### config.mk
export PLATFORM = sky130hd
export DESIGN_NAME = mem_access_ctrl_flat
export DESIGN_NICKNAME = d
export VERILOG_FILES = /design/src/rtl/mem_access_ctrl_pkg.sv /design/src/rtl/mem_access_ctrl_if.sv /design/src/rtl/mem_access_ctrl_load_extend.sv /design/src/rtl/mem_access_ctrl.sv /design/src/flat_wrapper.sv
export SDC_FILE = /design/constraint.sdc
export NUM_CORES = 1
export LEC_CHECK = 0
export CORE_UTILIZATION = 33
export DETAILED_ROUTE_END_ITERATION = 8
export PLACE_DENSITY = 0.67
export SYNTH_ARGS = -nofsm -noshare
export SYNTH_HDL_FRONTEND = slang
export SYNTH_HIERARCHICAL = 1
export SYNTH_SLANG_ARGS = --single-unit
export TNS_END_PERCENT = 10
### constraint.sdc
create_clock -name clk -period 4.7 [get_ports clk]
set_input_delay 0.47 -clock clk [delete_from_list [all_inputs] [get_ports clk]]
set_output_delay 0.47 -clock clk [all_outputs]
set_load 0.005 [all_outputs]
### src/rtl/mem_access_ctrl_pkg.sv
// Shared types and codes for the memory access controller.
// Size decoding helpers live here so top and sub-module agree.
package mem_access_ctrl_pkg;

    typedef enum logic [1:0] {
        IDLE = 2'b00,
        WAIT = 2'b01,
        DONE = 2'b10
    } state_t;

    localparam logic [1:0] SZ_BYTE = 2'b00;
    localparam logic [1:0] SZ_HALF = 2'b01;
    localparam logic [1:0] SZ_WORD = 2'b10;

    localparam logic [1:0] REG_WR_SRC_MEM = 2'b10;

    // The reserved size code behaves as a word access.
    function automatic logic [1:0] norm_size(input logic [1:0] s);
        return (s == 2'b11) ? SZ_WORD : s;
    endfunction

    function automatic logic is_aligned(input logic [1:0] s, input logic [1:0] a);
        case (s)
            SZ_BYTE: return 1'b1;
            SZ_HALF: return ~a[0];
            default: return (a == 2'b00);
        endcase
    endfunction

    function automatic logic [3:0] byte_en(input logic [1:0] s, input logic [1:0] a);
        case (s)
            SZ_BYTE: return 4'b0001 << a;
            SZ_HALF: return a[1] ? 4'b1100 : 4'b0011;
            default: return 4'b1111;
        endcase
    endfunction

endpackage

### src/rtl/mem_access_ctrl_if.sv
// Word-oriented memory bus between the controller and memory.
// The controller drives the request side, memory answers with ack/rdata.
interface mem_access_ctrl_if #(
    parameter int operand_width = 32
);
    logic                     bus_req;
    logic                     bus_we;
    logic [operand_width-1:0] bus_addr;
    logic [3:0]               bus_be;
    logic [operand_width-1:0] bus_wdata;
    logic                     bus_ack;
    logic [operand_width-1:0] bus_rdata;

    modport master (
        output bus_req, bus_we, bus_addr, bus_be, bus_wdata,
        input  bus_ack, bus_rdata
    );

    modport slave (
        input  bus_req, bus_we, bus_addr, bus_be, bus_wdata,
        output bus_ack, bus_rdata
    );
endinterface

### src/rtl/mem_access_ctrl_load_extend.sv
// Picks the addressed lane out of a read word and sign/zero-extends it.
// Purely combinational; the caller registers the result.
module load_extend
    import mem_access_ctrl_pkg::*;
#(
    parameter int operand_width = 32
) (
    input  logic [operand_width-1:0] rdata,
    input  logic [1:0]               addr_lo,
    input  logic [1:0]               size,
    input  logic                     is_unsigned,
    output logic [operand_width-1:0] data
);
    logic [operand_width-1:0] lane;

    // Shift the addressed lane down to bit 0, then extend to full width.
    always_comb begin
        lane = rdata >> {addr_lo, 3'b000};
        case (size)
            SZ_BYTE: data = {{(operand_width-8){~is_unsigned & lane[7]}}, lane[7:0]};
            SZ_HALF: data = {{(operand_width-16){~is_unsigned & lane[15]}}, lane[15:0]};
            default: data = lane;
        endcase
    end
endmodule

### src/rtl/mem_access_ctrl.sv
// Load/store unit between EXMEM and a word bus; stalls the pipeline
// while a bus transaction is outstanding, with alignment and timeout checks.
module mem_access_ctrl
    import mem_access_ctrl_pkg::*;
#(
    parameter int operand_width  = 32,
    parameter int timeout_cycles = 16
) (
    input  logic                     clk,
    input  logic                     rst,
    input  logic                     mem_read_in,
    input  logic                     mem_write_in,
    input  logic [1:0]               mem_size_in,
    input  logic                     mem_unsigned_in,
    input  logic [operand_width-1:0] addr_in,
    input  logic [operand_width-1:0] store_data_in,
    mem_access_ctrl_if.master        bus,
    output logic                     stall_out,
    output logic [operand_width-1:0] load_data_out,
    output logic                     misalign_out,
    output logic                     timeout_out
);
    localparam int CW = $clog2(timeout_cycles + 1);
    localparam logic [CW-1:0] CNT_MAX = CW'(timeout_cycles - 1);

    state_t                   state;
    logic [CW-1:0]            cnt;
    logic                     pend_load;
    logic                     pend_uns;
    logic [1:0]               pend_size;
    logic [1:0]               pend_lo;
    logic [1:0]               size;
    logic                     access;
    logic                     ok;
    logic [operand_width-1:0] wmask;
    logic [operand_width-1:0] wdata_sh;
    logic [operand_width-1:0] ext;

    // Decode the incoming request and place store data on its byte lanes.
    always_comb begin
        size   = norm_size(mem_size_in);
        access = mem_read_in | mem_write_in;
        ok     = is_aligned(size, addr_in[1:0]);
        case (size)
            SZ_BYTE: wmask = {{(operand_width-8){1'b0}}, store_data_in[7:0]};
            SZ_HALF: wmask = {{(operand_width-16){1'b0}}, store_data_in[15:0]};
            default: wmask = store_data_in;
        endcase
        wdata_sh = wmask << {addr_in[1:0], 3'b000};
    end

    assign stall_out = (state == WAIT) || (state == IDLE && access && ok);

    load_extend #(.operand_width(operand_width)) u_ext (
        .rdata       (bus.bus_rdata),
        .addr_lo     (pend_lo),
        .size        (pend_size),
        .is_unsigned (pend_uns),
        .data        (ext)
    );

    // Transaction FSM: accept in IDLE, hold the bus in WAIT, release in DONE.
    always_ff @(posedge clk or posedge rst) begin
        if (rst) begin
            state         <= IDLE;
            cnt           <= '0;
            bus.bus_req   <= 1'b0;
            bus.bus_we    <= 1'b0;
            bus.bus_be    <= 4'b0000;
            bus.bus_addr  <= '0;
            bus.bus_wdata <= '0;
            load_data_out <= '0;
            misalign_out  <= 1'b0;
            timeout_out   <= 1'b0;
            pend_load     <= 1'b0;
            pend_uns      <= 1'b0;
            pend_size     <= SZ_WORD;
            pend_lo       <= 2'b00;
        end else begin
            misalign_out <= 1'b0;
            timeout_out  <= 1'b0;
            case (state)
                IDLE: begin
                    if (access && !ok) begin
                        misalign_out <= 1'b1;
                    end else if (access) begin
                        bus.bus_req   <= 1'b1;
                        bus.bus_we    <= mem_write_in;
                        bus.bus_be    <= byte_en(size, addr_in[1:0]);
                        bus.bus_addr  <= {addr_in[operand_width-1:2], 2'b00};
                        bus.bus_wdata <= wdata_sh;
                        pend_load     <= ~mem_write_in;
                        pend_uns      <= mem_unsigned_in;
                        pend_size     <= size;
                        pend_lo       <= addr_in[1:0];
                        cnt           <= '0;
                        state         <= WAIT;
                    end
                end
                WAIT: begin
                    if (bus.bus_ack) begin
                        if (pend_load) load_data_out <= ext;
                        bus.bus_req <= 1'b0;
                        bus.bus_we  <= 1'b0;
                        state       <= DONE;
                    end else if (cnt == CNT_MAX) begin
                        bus.bus_req   <= 1'b0;
                        bus.bus_we    <= 1'b0;
                        timeout_out   <= 1'b1;
                        load_data_out <= '0;
                        state         <= DONE;
                    end else begin
                        cnt <= cnt + CW'(1);
                    end
                end
                DONE:    state <= IDLE;
                default: state <= IDLE;
            endcase
        end
    end
endmodule

### src/flat_wrapper.sv
// flat-port wrapper written by rule: the top's interface ports become plain ports
module mem_access_ctrl_flat import mem_access_ctrl_pkg::*;
#(
    parameter int operand_width  = 32,
    parameter int timeout_cycles = 16
)
  (clk, rst, mem_read_in, mem_write_in, mem_size_in, mem_unsigned_in, addr_in, store_data_in, stall_out, load_data_out, misalign_out, timeout_out, bus_bus_req, bus_bus_we, bus_bus_addr, bus_bus_be, bus_bus_wdata, bus_bus_ack, bus_bus_rdata);
  mem_access_ctrl_if #(.operand_width(operand_width)) bus_i ();
  input  logic clk;
  input  logic rst;
  input  logic mem_read_in;
  input  logic mem_write_in;
  input  logic [1:0] mem_size_in;
  input  logic mem_unsigned_in;
  input  logic [operand_width-1:0] addr_in;
  input  logic [operand_width-1:0] store_data_in;
  output logic stall_out;
  output logic [operand_width-1:0] load_data_out;
  output logic misalign_out;
  output logic timeout_out;
  output wire logic [$bits(bus_i.bus_req)-1:0] bus_bus_req;
  output wire logic [$bits(bus_i.bus_we)-1:0] bus_bus_we;
  output wire logic [$bits(bus_i.bus_addr)-1:0] bus_bus_addr;
  output wire logic [$bits(bus_i.bus_be)-1:0] bus_bus_be;
  output wire logic [$bits(bus_i.bus_wdata)-1:0] bus_bus_wdata;
  input wire logic [$bits(bus_i.bus_ack)-1:0] bus_bus_ack;
  input wire logic [$bits(bus_i.bus_rdata)-1:0] bus_bus_rdata;
  assign bus_bus_req = bus_i.bus_req;
  assign bus_bus_we = bus_i.bus_we;
  assign bus_bus_addr = bus_i.bus_addr;
  assign bus_bus_be = bus_i.bus_be;
  assign bus_bus_wdata = bus_i.bus_wdata;
  assign bus_i.bus_ack = bus_bus_ack;
  assign bus_i.bus_rdata = bus_bus_rdata;
  mem_access_ctrl #(.operand_width(operand_width), .timeout_cycles(timeout_cycles)) u_core (.clk(clk), .rst(rst), .mem_read_in(mem_read_in), .mem_write_in(mem_write_in), .mem_size_in(mem_size_in), .mem_unsigned_in(mem_unsigned_in), .addr_in(addr_in), .store_data_in(store_data_in), .bus(bus_i), .stall_out(stall_out), .load_data_out(load_data_out), .misalign_out(misalign_out), .timeout_out(timeout_out));
endmodule
==> results.md <==
- Area Growth Syn to Fin: 48.44%
- Synth Register Bits: 115
- Syn. warnings: 6
- Initial core utilization: 34.09%
- CP endpoint kind: primary output
- Sequential cell area: 2879 um^2
- Top Usage Layer GRT: met2
- Port buffer count: 206
- Rel. slew slack: 18.68%
- DR vias: 5339
- Routed WL: 18220 um
- Ranking of synthesized cells by area: dfrtp_1, nand2_1, a22o_1
- Clk root buf: clkbuf_16
- Final nets: 897
- Hold crit path type: reg -> reg
- Fin Clk Skew: 7.847 ps
- Num Clock Sinks: 115
- Filler cells: 1577
- Clock buffer depth: 2
- Fmax: 316.1 MHz
- Status: finished clean
- Detail Placement HPWL: 12620 um
- CTS tree: yes
- Crit path from: mem_size_in[0]
- Via/cell ratio: 5.214
- # diodes: 0
- Met1 usage: 28.46%
- Die span in x: 133.6 um
- Comb power frac: 43.5%
- Switching power: 1.868 mW
- DRT Pass-1 Iters: 5
- Pwr dens: 625.2 nW/um^2
- Startpoint Class: input pin
- Area of the multi-input gates: 2581 um^2
- Postcts setup bufs: 0
- Post-CTS Hold Buffers: 0
- WL/cell: 17.80 um
- CP arrival: 2690 ps
- Post-synth ARST share: 100.0%
- Setup TNS: 0 ps
- Overflow after GRT: 0
- Chip Height: 133.6 um
- Netlist cell types: 56
- Synth top cells by count: nand2_1, dfrtp_1, a22o_1, nor2_1, a21oi_1
- Cells after synthesis: 600
- Num ports: 209
- Placed Area: 7909 um^2
- Clock slew at reported path FFs: 60 ps
- Part of the Yosys area used for sequential elements: 50.39%
- Yosys top cell area share: 49.93%
- Vias in the first global route: 5271
- Internal power: 3.434 mW
- Power share of the clock group: 23.7%
- H-Tree Depth: 4
- Top_reg_cell synth: dfrtp_1
- Fin crit share: 67.32%
- CP required: 4230 ps
- GR Util met3: 6.050%
- Post-route ant nets: 0
- DRC violations left: 0
- Hold Startpoint: u_core/bus.bus_wdata[1]
- CTS Buf Count: 17
- Final instance area: 8481 um^2
- Post-Route Utilization: 50.60%
- GRT Overall Usage: 21.10%
- Met2 Resource Use GR: 32.41%
- Top-count cell post-synth: nand2_1
- Post-Syn Area: 5713 um^2
- Slew Viols, Final: 0
- Synthesized area per cell: 9.522 um^2
- Post-CTS Resized: 0
- Number of synthesized flops with an enable pin: 0
- Crit Path Class: in -> out
- Global-route wire length before repair: 29160 um
- Count of final setup violators: 0
- Leak Pwr: 3.694 nW
- Antenna violations before repair: 0
- Sequential Power Share: 32.8%
- Peak supply drop: 0.3033 mV
- Switching part of the total power: 35.23%
- Clock Latency Late Sink: 420 ps
- Row Count: 47
- DRT iter0 DRCs: 373
- Min Tclk post-route: 3164 ps
- Crit-path max FO: 36
- Most area-hungry cell type in the Yosys netlist: dfrtp_1
- Core area: 16760 um^2
- RSZ-0062 raised after global routing: no
- Largest net degree at the start of global routing: 62
- GPL Wtd Cong: 0.8978
- Max_cap viols: 0
- Final Hold Fails: 0
- Layout cell share with drive strength beyond 1: 9.950%
- Die area: 17840 um^2
- Reg2reg start: u_core/cnt[0]
- Worst slew pin tran: 1217 ps
==> placed cells by master (no fill, tap or decap), types with 10 or more instances in the layout <==
| master | instances |
|---|---|
| buf_4 | 11 |
| clkbuf_16 | 17 |
| a21oi_1 | 25 |
| a22o_1 | 40 |
| a221oi_1 | 15 |
| nand3_1 | 17 |
| dfrtp_1 | 114 |
| o21ai_0 | 22 |
| nor2_1 | 40 |
| or2_2 | 10 |
| mux2_2 | 10 |
| clkdlybuf4s50_1 | 206 |
| nand2_1 | 154 |
| mux2i_1 | 17 |
| nor2b_1 | 13 |
==> sequential cells by signal (all words and copies together), names as in the netlist <==
signal and cells:
u_core/bus.bus_wdata 32, u_core/load_data_out 32, u_core/bus.bus_addr 30, u_core/cnt 5
u_core/bus.bus_be 4, u_core/pend_lo 2, u_core/pend_size 2, u_core/state 2
u_core/bus.bus_req 1, u_core/bus.bus_we 1, u_core/misalign_out 1, u_core/pend_load 1
u_core/pend_uns 1, u_core/timeout_out 1
==> kinds of logic after synthesis <==
kind of cell	share of synthesized area, %
DFF	50.39
buffers and inverters	4.665
and+or+nand+nor	18.90
muxes	5.738
xor gates and xnor gates	0.3067
AOI/OAI and AO/OA	19.49
other	0.06564
adders and majority gates	0.4380
==> path summary, 6_finish.rpt <==
kind                       slack (ps)                  endpoint  cells after the start
min reg2reg                       470   u_core/bus.bus_wdata[1]                      2
min in group asynchronous         570   u_core/load_data_out[3]                      2
min                               470   u_core/bus.bus_wdata[1]                      2
max reg2reg                      2100  u_core/load_data_out[13]                      6
max in group asynchronous        3180       u_core/pend_size[1]                      3
max                              1540                 stall_out                      5
==> critical path, cell delays in order <==
cell and delay (ps):
clkdlybuf4s50_1 640, o21ai_2 360, nand4_4 480, nand2_1 210
clkdlybuf4s50_1 540
==> cell type report <==
type / instances / share of cell area (%)
clock buffers: 17 / 5.016
multi-input cells: 433 / 30.44
clock inverters: 15 / 1.726
inverters: 7 / 0.3393
flip-flops and latches: 115 / 33.95
repair buffers: 217 / 25.29
well taps: 220 / 3.246
==> per-stage QoR <==
stage / hold WS, ps / worst slack, ps / std cells / power [mW]
finish: 466.3 / 1536 / 1024 / 5.302
global route: 488.1 / 1375 / 1024 / 5.640
CTS: 468.7 / 1511 / 1024 / 5.346
detailed placement: 456.0 / 1520 / 992 / 4.060
global placement: 453.2 / 1528 / 992 / 4.036
floorplan: 458.3 / 1188 / 601 / 2.862
==> power groups by stage <==
stage          combinational, mW  clock, mW  sequential (mW)
2_1_floorplan               1.16          0             1.70
3_3_place_gp                2.29          0             1.75
3_5_place_dp                2.31          0             1.75
4_1_cts                     2.32       1.28             1.75
5_1_grt                     2.51       1.32             1.81
6_report                    2.31       1.25             1.74
==> layer usage <==
layer  up-vias  wire length, um
li1       2494                -
met1      2550             8147
met2       277             8196
met3        18             1623
met4         0              257
met5         -                0
No activity file was read; power rests on OpenSTA's default activity.
